**src/rtl/regfile_pkg.sv**
```systemverilog
// Shared types and constants for the register file write sequencer.
package regfile_pkg;

   localparam int unsigned WIDTH_DEF = 32;
   localparam int unsigned NREGS_DEF = 32;

   // Register address width for a given register count (at least one bit).
   function automatic int unsigned addr_w(input int unsigned nregs);
      return (nregs <= 1) ? 1 : $clog2(nregs);
   endfunction

   localparam int unsigned ADDR_W_DEF = addr_w(NREGS_DEF);

   typedef struct packed {
      logic [ADDR_W_DEF-1:0] addr;
      logic [WIDTH_DEF-1:0]  data;
   } entry_t;

endpackage

```
**src/rtl/regfile_write_sequencer_if.sv**
```systemverilog
// Writeback request, register file write port and forwarding lookup bundle.
interface regfile_write_sequencer_if #(
   parameter int unsigned WIDTH  = 32,
   parameter int unsigned ADDR_W = 5,
   parameter int unsigned CNT_W  = 3
) ();

   logic              wb_valid;
   logic              wb_ready;
   logic [ADDR_W-1:0] wb_addr;
   logic [WIDTH-1:0]  wb_data;
   logic              hold;
   logic              rf_write;
   logic [ADDR_W-1:0] rf_addr;
   logic [WIDTH-1:0]  rf_data;
   logic [ADDR_W-1:0] lk_addr1;
   logic [ADDR_W-1:0] lk_addr2;
   logic              lk_hit1;
   logic              lk_hit2;
   logic [WIDTH-1:0]  lk_data1;
   logic [WIDTH-1:0]  lk_data2;
   logic [CNT_W-1:0]  pending;

   modport master (
      output wb_valid, wb_addr, wb_data, hold, lk_addr1, lk_addr2,
      input  wb_ready, rf_write, rf_addr, rf_data,
             lk_hit1, lk_hit2, lk_data1, lk_data2, pending
   );

   modport slave (
      input  wb_valid, wb_addr, wb_data, hold, lk_addr1, lk_addr2,
      output wb_ready, rf_write, rf_addr, rf_data,
             lk_hit1, lk_hit2, lk_data1, lk_data2, pending
   );

endinterface

```
**src/rtl/wb_lookup_cam.sv**
```systemverilog
// Newest-first priority match of one lookup address over the queued entries.
module wb_lookup_cam #(
   parameter int unsigned WIDTH  = 32,
   parameter int unsigned ADDR_W = 5,
   parameter int unsigned DEPTH  = 4,
   localparam int unsigned PTR_W = $clog2(DEPTH),
   localparam int unsigned CNT_W = PTR_W + 1
) (
   input  logic [ADDR_W-1:0] ent_addr [DEPTH],
   input  logic [WIDTH-1:0]  ent_data [DEPTH],
   input  logic [PTR_W-1:0]  head,
   input  logic [CNT_W-1:0]  count,
   input  logic [ADDR_W-1:0] lk_addr,
   output logic              hit,
   output logic [WIDTH-1:0]  data
);

   logic [PTR_W-1:0] idx;

   // Walk oldest to newest so the last match (the newest) wins.
   always_comb begin
      hit  = 1'b0;
      data = '0;
      idx  = '0;
      for (int unsigned i = 0; i < DEPTH; i++) begin
         idx = head + PTR_W'(i);
         if ((CNT_W'(i) < count) && (ent_addr[idx] == lk_addr)) begin
            hit  = 1'b1;
            data = ent_data[idx];
         end
      end
   end

endmodule

```
**src/rtl/regfile_write_sequencer.sv**
```systemverilog
// In-order writeback queue driving the register file write port, with
// two forwarding lookup ports over the not-yet-committed entries.
module regfile_write_sequencer
   import regfile_pkg::*;
#(
   parameter int unsigned WIDTH   = WIDTH_DEF,
   parameter int unsigned NREGS   = NREGS_DEF,
   parameter int unsigned DEPTH   = 4,
   parameter int unsigned DROP_R0 = 1
) (
   input logic clk,
   input logic rst,
   regfile_write_sequencer_if.slave bus
);

   localparam int unsigned ADDR_W = addr_w(NREGS);
   localparam int unsigned PTR_W  = $clog2(DEPTH);
   localparam int unsigned CNT_W  = PTR_W + 1;

   logic [ADDR_W-1:0] q_addr [DEPTH];
   logic [WIDTH-1:0]  q_data [DEPTH];
   logic [PTR_W-1:0]  head;
   logic [PTR_W-1:0]  tail;
   logic [CNT_W-1:0]  count;

   logic              drop_c;
   logic              push_c;
   logic              pop_c;
   logic [CNT_W-1:0]  lk_count_c;
   logic              hit1_c;
   logic              hit2_c;
   logic [WIDTH-1:0]  data1_c;
   logic [WIDTH-1:0]  data2_c;

   assign drop_c = (DROP_R0 != 0) && (bus.wb_addr == '0);
   assign push_c = bus.wb_valid && bus.wb_ready && !drop_c;
   assign pop_c  = bus.rf_write;

   // Ready is gated by reset so nothing handshakes while the queue is cleared.
   assign bus.wb_ready = !rst && (count != CNT_W'(DEPTH));
   assign bus.rf_write = !rst && !bus.hold && (count != '0);
   assign bus.rf_addr  = bus.rf_write ? q_addr[head] : '0;
   assign bus.rf_data  = bus.rf_write ? q_data[head] : '0;
   assign bus.pending  = count;

   always_ff @(posedge clk) begin
      if (rst) begin
         head  <= '0;
         tail  <= '0;
         count <= '0;
      end else begin
         if (push_c) tail <= tail + PTR_W'(1);
         if (pop_c)  head <= head + PTR_W'(1);
         case ({push_c, pop_c})
            2'b10:   count <= count + CNT_W'(1);
            2'b01:   count <= count - CNT_W'(1);
            default: count <= count;
         endcase
      end
   end

   // Entry payloads need no reset; validity is defined by head and count.
   always_ff @(posedge clk) begin
      if (push_c) begin
         q_addr[tail] <= bus.wb_addr;
         q_data[tail] <= bus.wb_data;
      end
   end

   assign lk_count_c = rst ? '0 : count;

   wb_lookup_cam #(.WIDTH(WIDTH), .ADDR_W(ADDR_W), .DEPTH(DEPTH)) u_cam1 (
      .ent_addr (q_addr),
      .ent_data (q_data),
      .head     (head),
      .count    (lk_count_c),
      .lk_addr  (bus.lk_addr1),
      .hit      (hit1_c),
      .data     (data1_c)
   );

   wb_lookup_cam #(.WIDTH(WIDTH), .ADDR_W(ADDR_W), .DEPTH(DEPTH)) u_cam2 (
      .ent_addr (q_addr),
      .ent_data (q_data),
      .head     (head),
      .count    (lk_count_c),
      .lk_addr  (bus.lk_addr2),
      .hit      (hit2_c),
      .data     (data2_c)
   );

   // Register 0 is never forwarded when its writes are discarded.
   always_comb begin
      bus.lk_hit1  = hit1_c;
      bus.lk_data1 = data1_c;
      bus.lk_hit2  = hit2_c;
      bus.lk_data2 = data2_c;
      if ((DROP_R0 != 0) && (bus.lk_addr1 == '0)) begin
         bus.lk_hit1  = 1'b0;
         bus.lk_data1 = '0;
      end
      if ((DROP_R0 != 0) && (bus.lk_addr2 == '0)) begin
         bus.lk_hit2  = 1'b0;
         bus.lk_data2 = '0;
      end
   end

endmodule

```
**src/flat_wrapper.sv**
```systemverilog
// flat-port wrapper written by rule: the top's interface ports become plain ports
module regfile_write_sequencer_flat import regfile_pkg::*;
#(
   parameter int unsigned WIDTH   = WIDTH_DEF,
   parameter int unsigned NREGS   = NREGS_DEF,
   parameter int unsigned DEPTH   = 4,
   parameter int unsigned DROP_R0 = 1
)
  (clk, rst, bus_wb_valid, bus_wb_addr, bus_wb_data, bus_hold, bus_lk_addr1, bus_lk_addr2, bus_wb_ready, bus_rf_write, bus_rf_addr, bus_rf_data, bus_lk_hit1, bus_lk_hit2, bus_lk_data1, bus_lk_data2, bus_pending);
  regfile_write_sequencer_if #(.WIDTH(WIDTH), .ADDR_W(5), .CNT_W(3)) bus_i ();
  input logic clk;
  input logic rst;
  input wire logic [$bits(bus_i.wb_valid)-1:0] bus_wb_valid;
  input wire logic [$bits(bus_i.wb_addr)-1:0] bus_wb_addr;
  input wire logic [$bits(bus_i.wb_data)-1:0] bus_wb_data;
  input wire logic [$bits(bus_i.hold)-1:0] bus_hold;
  input wire logic [$bits(bus_i.lk_addr1)-1:0] bus_lk_addr1;
  input wire logic [$bits(bus_i.lk_addr2)-1:0] bus_lk_addr2;
  output wire logic [$bits(bus_i.wb_ready)-1:0] bus_wb_ready;
  output wire logic [$bits(bus_i.rf_write)-1:0] bus_rf_write;
  output wire logic [$bits(bus_i.rf_addr)-1:0] bus_rf_addr;
  output wire logic [$bits(bus_i.rf_data)-1:0] bus_rf_data;
  output wire logic [$bits(bus_i.lk_hit1)-1:0] bus_lk_hit1;
  output wire logic [$bits(bus_i.lk_hit2)-1:0] bus_lk_hit2;
  output wire logic [$bits(bus_i.lk_data1)-1:0] bus_lk_data1;
  output wire logic [$bits(bus_i.lk_data2)-1:0] bus_lk_data2;
  output wire logic [$bits(bus_i.pending)-1:0] bus_pending;
  assign bus_i.wb_valid = bus_wb_valid;
  assign bus_i.wb_addr = bus_wb_addr;
  assign bus_i.wb_data = bus_wb_data;
  assign bus_i.hold = bus_hold;
  assign bus_i.lk_addr1 = bus_lk_addr1;
  assign bus_i.lk_addr2 = bus_lk_addr2;
  assign bus_wb_ready = bus_i.wb_ready;
  assign bus_rf_write = bus_i.rf_write;
  assign bus_rf_addr = bus_i.rf_addr;
  assign bus_rf_data = bus_i.rf_data;
  assign bus_lk_hit1 = bus_i.lk_hit1;
  assign bus_lk_hit2 = bus_i.lk_hit2;
  assign bus_lk_data1 = bus_i.lk_data1;
  assign bus_lk_data2 = bus_i.lk_data2;
  assign bus_pending = bus_i.pending;
  regfile_write_sequencer #(.WIDTH(WIDTH), .NREGS(NREGS), .DEPTH(DEPTH), .DROP_R0(DROP_R0)) u_core (.clk(clk), .rst(rst), .bus(bus_i));
endmodule
```
**config.mk**
```make
export PLATFORM = sky130hd
export DESIGN_NAME = regfile_write_sequencer_flat
export DESIGN_NICKNAME = d
export VERILOG_FILES = /design/src/rtl/regfile_pkg.sv /design/src/rtl/regfile_write_sequencer_if.sv /design/src/rtl/wb_lookup_cam.sv /design/src/rtl/regfile_write_sequencer.sv /design/src/flat_wrapper.sv
export SDC_FILE = /design/constraint.sdc
export NUM_CORES = 1
export LEC_CHECK = 0
export CAP_MARGIN = 20
export CORE_MARGIN = 2
export CORE_UTILIZATION = 60
export CTS_CLUSTER_DIAMETER = 50
export CTS_CLUSTER_SIZE = 24
export DETAILED_ROUTE_END_ITERATION = 8
export PLACE_DENSITY_LB_ADDON = 0.1
export REMOVE_ABC_BUFFERS = 1
export SLEW_MARGIN = 20
export SYNTH_ARGS = -nofsm -noshare
export SYNTH_HDL_FRONTEND = slang
export SYNTH_SLANG_ARGS = --single-unit
```
**constraint.sdc**
```tcl
create_clock -name clk -period 7.5 [get_ports clk]
set_input_delay 0.75 -clock clk [delete_from_list [all_inputs] [get_ports clk]]
set_output_delay 0.75 -clock clk [all_outputs]
set_load 0.02 [all_outputs]
```
==> run summary <==
The power density over cell area is 176 mW/mm2. The cell row count is 51. The normalized max-slew margin is 0.213. The starting density of the core came out at 0.608.

The final core area utilization came out at 0.728. The number of hold buffers added after CTS is 0. The number of sinks handled by clock tree synthesis is 155.

The last weighted congestion value of the routability-driven placer is 0.890. The final hold slack is 0.570 ns. The number of setup buffers added after CTS is 0. The clock period minus worst slack came out at 6.01 ns. TritonCTS built the clock tree.

Setup repair after global routing left no endpoint under its margin. The number of I/O port buffers is 158. The dominant synthesized flop cell is edfxtp_1. Ranked by instance count, the synthesized netlist is headed by 148 x edfxtp_1, 127 x mux4_2, 85 x nor2_1.

The width of the die is 144 um. The number of standard cells after synthesis came out at 864. The mean area per synthesized cell came out at 13.6 um2. The half-perimeter wire length of the detailed placement result is 20400 um. The data arrival time at the worst-slack endpoint came out at 5.26 ns. The static power due to leakage came out at 4.27 nW.

The area added between synthesis and finish came out at 19.6%. The actual transition at the worst max-transition pin is 1.18 ns. The routed wire length is 32900 um.

The post-route fraction of the period consumed by the critical path is 0.801. The classification of the worst-slack hold path is reg -> reg. Across the run, the number of max-cap violations was 0. The later-pin clock latency in the skew report came out at 0.43 ns. The net count reported at finish is 1028.

The routed wire length per instance is 26.4 um. The depth of the worst hold-timing path is 2. The core region area came out at 0.0193 mm2. The share of the yosys chip area belonging to registers came out at 0.390.

The synthesized design contains 148 enable-type register cells. The deepest level of the CTS H-tree is 4. The maximum fanout encountered on the critical timing path came out at 58. The worst ir drop on vdd came out at 0.195 mV. The root buffer cell is clkbuf_16.

The clock skew after layout is 0.00666 ns. The flow ran to the end, and the final reports show no timing, DRC or antenna violations. The critical path endpoint category is an output pin.

Measured along the y axis, the die boundary spans 144 um. The number of endpoints with negative hold slack in the final report came to 0. The number of unique standard cell types used by synthesis is 61. In the global route stage, overall resource usage came out at 0.324. The final number of setup-violating endpoints came out at 0. In the final layout, the share of cells above drive strength 1 is 0.314. The number of antenna violations at the first check in global routing is 1. The clock buffer count from CTS came out at 17. The antenna diode count came out at 0. The number of nets with antenna violations after detailed routing is 0. The via count of the first global-routing pass is 9051.

The cell type with the highest aggregate area in the netlist is edfxtp_1. edfxtp_1 is the most common cell in the netlist. The mapped netlist covers 0.0118 mm2. The number of top-level pins came out at 159. In the routed layout, each cell is associated on average with a via count of 7.12.

The number of max-slew violations in the final report is 0. The worst setup path is of the reg -> out kind. The number of flip-flops and latches in the synthesized netlist came out at 155. Yosys attributes the largest share of cell area to edfxtp_1 38%, mux4_2 24%, mux2_2 5.6%. The fraction of post-synthesis cell area in the top cell type by area came out at 0.378. The number of gates resized after cts came out at 0.

The data required time of the worst path is 6.75 ns. The number of design-rule violations left by the first detailed-router iteration is 915. Based on the critical path, the design can be clocked at up to 166 MHz. The startpoint kind of the worst setup timing path is a flop.

The Yosys warning count is 0. The number of buffers on the longest clock path is 2. The die covers 0.0207 mm2.

The wire length of the first global-routing pass is 50500 um. The clock-pin slew of the registers on the worst-case setup and hold paths came out at 0.06 ns. The sum of overflow across all layers after global routing is 0. The maximum number of pins on one net before global-route repair came out at 69. After detailed routing, the number of remaining DRC violations is 0.

The async set-or-reset flop fraction in the synthesized netlist is 0. The vias after detailed routing is 8897. The length of the first detailed-routing pass in iterations is 5. For the worst flop-to-flop path, the logic depth is 10.
==> through the flow <==
| step | cell area [um2] | instances | TNS [ns] | total power [mW] | worst slack (ns) |
|---|---|---|---|---|---|
| 2_1_floorplan | 11300 | 775 | -117.16 | 1.44 | -2.33 |
| 3_3_place_gp | 13400 | 1216 | 0 | 1.53 | 2.13 |
| 3_5_place_dp | 13400 | 1216 | 0 | 1.55 | 1.99 |
| 4_1_cts | 14000 | 1248 | 0 | 2.49 | 1.54 |
| 5_1_grt | 14100 | 1249 | 0 | 2.56 | 1.23 |
| 6_report | 14100 | 1249 | 0 | 2.48 | 1.49 |
==> power breakdown <==
group,internal [mW],switching (mW),total (mW)
combinational,0.267,0.249,0.515
sequential,0.978,0.0454,1.02
clock,0.593,0.349,0.942
==> cell type report <==
type | instances | area [um2]
Fill cell | 1290 | 5270
Timing Repair Buffer | 177 | 1740
Sequential cell | 155 | 4590
Multi-Input combinational cell | 610 | 6720
Inverter | 10 | 37.5
Clock inverter | 13 | 213
Tap cell | 265 | 332
Clock buffer | 19 | 433
==> logic make-up (layout without fill, tap and decap cells) <==
| group | after synthesis | count (layout) | synth area share |
|---|---|---|---|
| simple gates | 235 | 235 | 0.112 |
| compound gates | 111 | 111 | 0.0859 |
| buf+inv | 99 | 219 | 0.0425 |
| mux | 213 | 213 | 0.328 |
| flops | 155 | 155 | 0.390 |
| xor+xnor | 45 | 45 | 0.0354 |
| fa+ha+maj | 6 | 6 | 0.00702 |
==> flip-flops by register name, indices dropped and copies added (netlist names) <==
register            count
u_core.bus.pending      3
u_core.head             2
u_core.q_addr          20
u_core.q_data         128
u_core.tail             2
==> per-layer routing <==
| metal | GRT usage | share of wire | vias up |
|---|---|---|---|
| li1 | - | - | 3730 |
| met1 | 0.421 | 0.38 | 4526 |
| met2 | 0.554 | 0.52 | 567 |
| met3 | 0.0530 | 0.086 | 74 |
| met4 | 0.123 | 0.022 | 0 |
| met5 | 0 | 0 | - |
==> final timing paths <==
path	startpoint	to	slack, ns
worst max-delay path	u_core.head[0]$_SDFFE_PP0P_	bus_lk_data1[26]	1.49
worst min-delay path	u_core.tail[1]$_SDFFE_PP0P_	u_core.tail[1]$_SDFFE_PP0P_	0.57
worst max register to register	u_core.bus.pending[2]$_SDFFE_PP0P_	u_core.bus.pending[2]$_SDFFE_PP0P_	4.59
worst min register to register	u_core.tail[1]$_SDFFE_PP0P_	u_core.tail[1]$_SDFFE_PP0P_	0.57
==> layout by cell type (no fill, tap or decap), types with 4 or more instances in the layout <==
cell type and count:
nor3_1 39, mux2_2 59, inv_1 10, clkbuf_16 17, nand2_1 20, nor3_2 24
a221oi_2 23, mux4_2 127, mux2_1 5, bufinv_16 5, and2_1 35, buf_4 18
ha_1 5, dfxtp_1 5, xnor2_1 34, and2_2 4, clkdlybuf4s50_1 158, a221oi_1 33
or3_1 6, xor2_1 8, edfxtp_1 148, nand4_1 4, mux2i_1 16, o21ai_0 12
a21oi_1 15, a211oi_1 7, nor2_1 83
==> worst max-delay path, stage by stage (launching register included) <==
cell and delay, ns:
dfxtp_4 0.94, mux4_2 0.67, xnor2_1 0.17, nand4_1 0.15, or3b_1 0.61, a21oi_4 0.97, a221oi_1 0.25, nor3_1 0.37
clkdlybuf4s50_1 0.67
(Power assumes the default switching activity.)
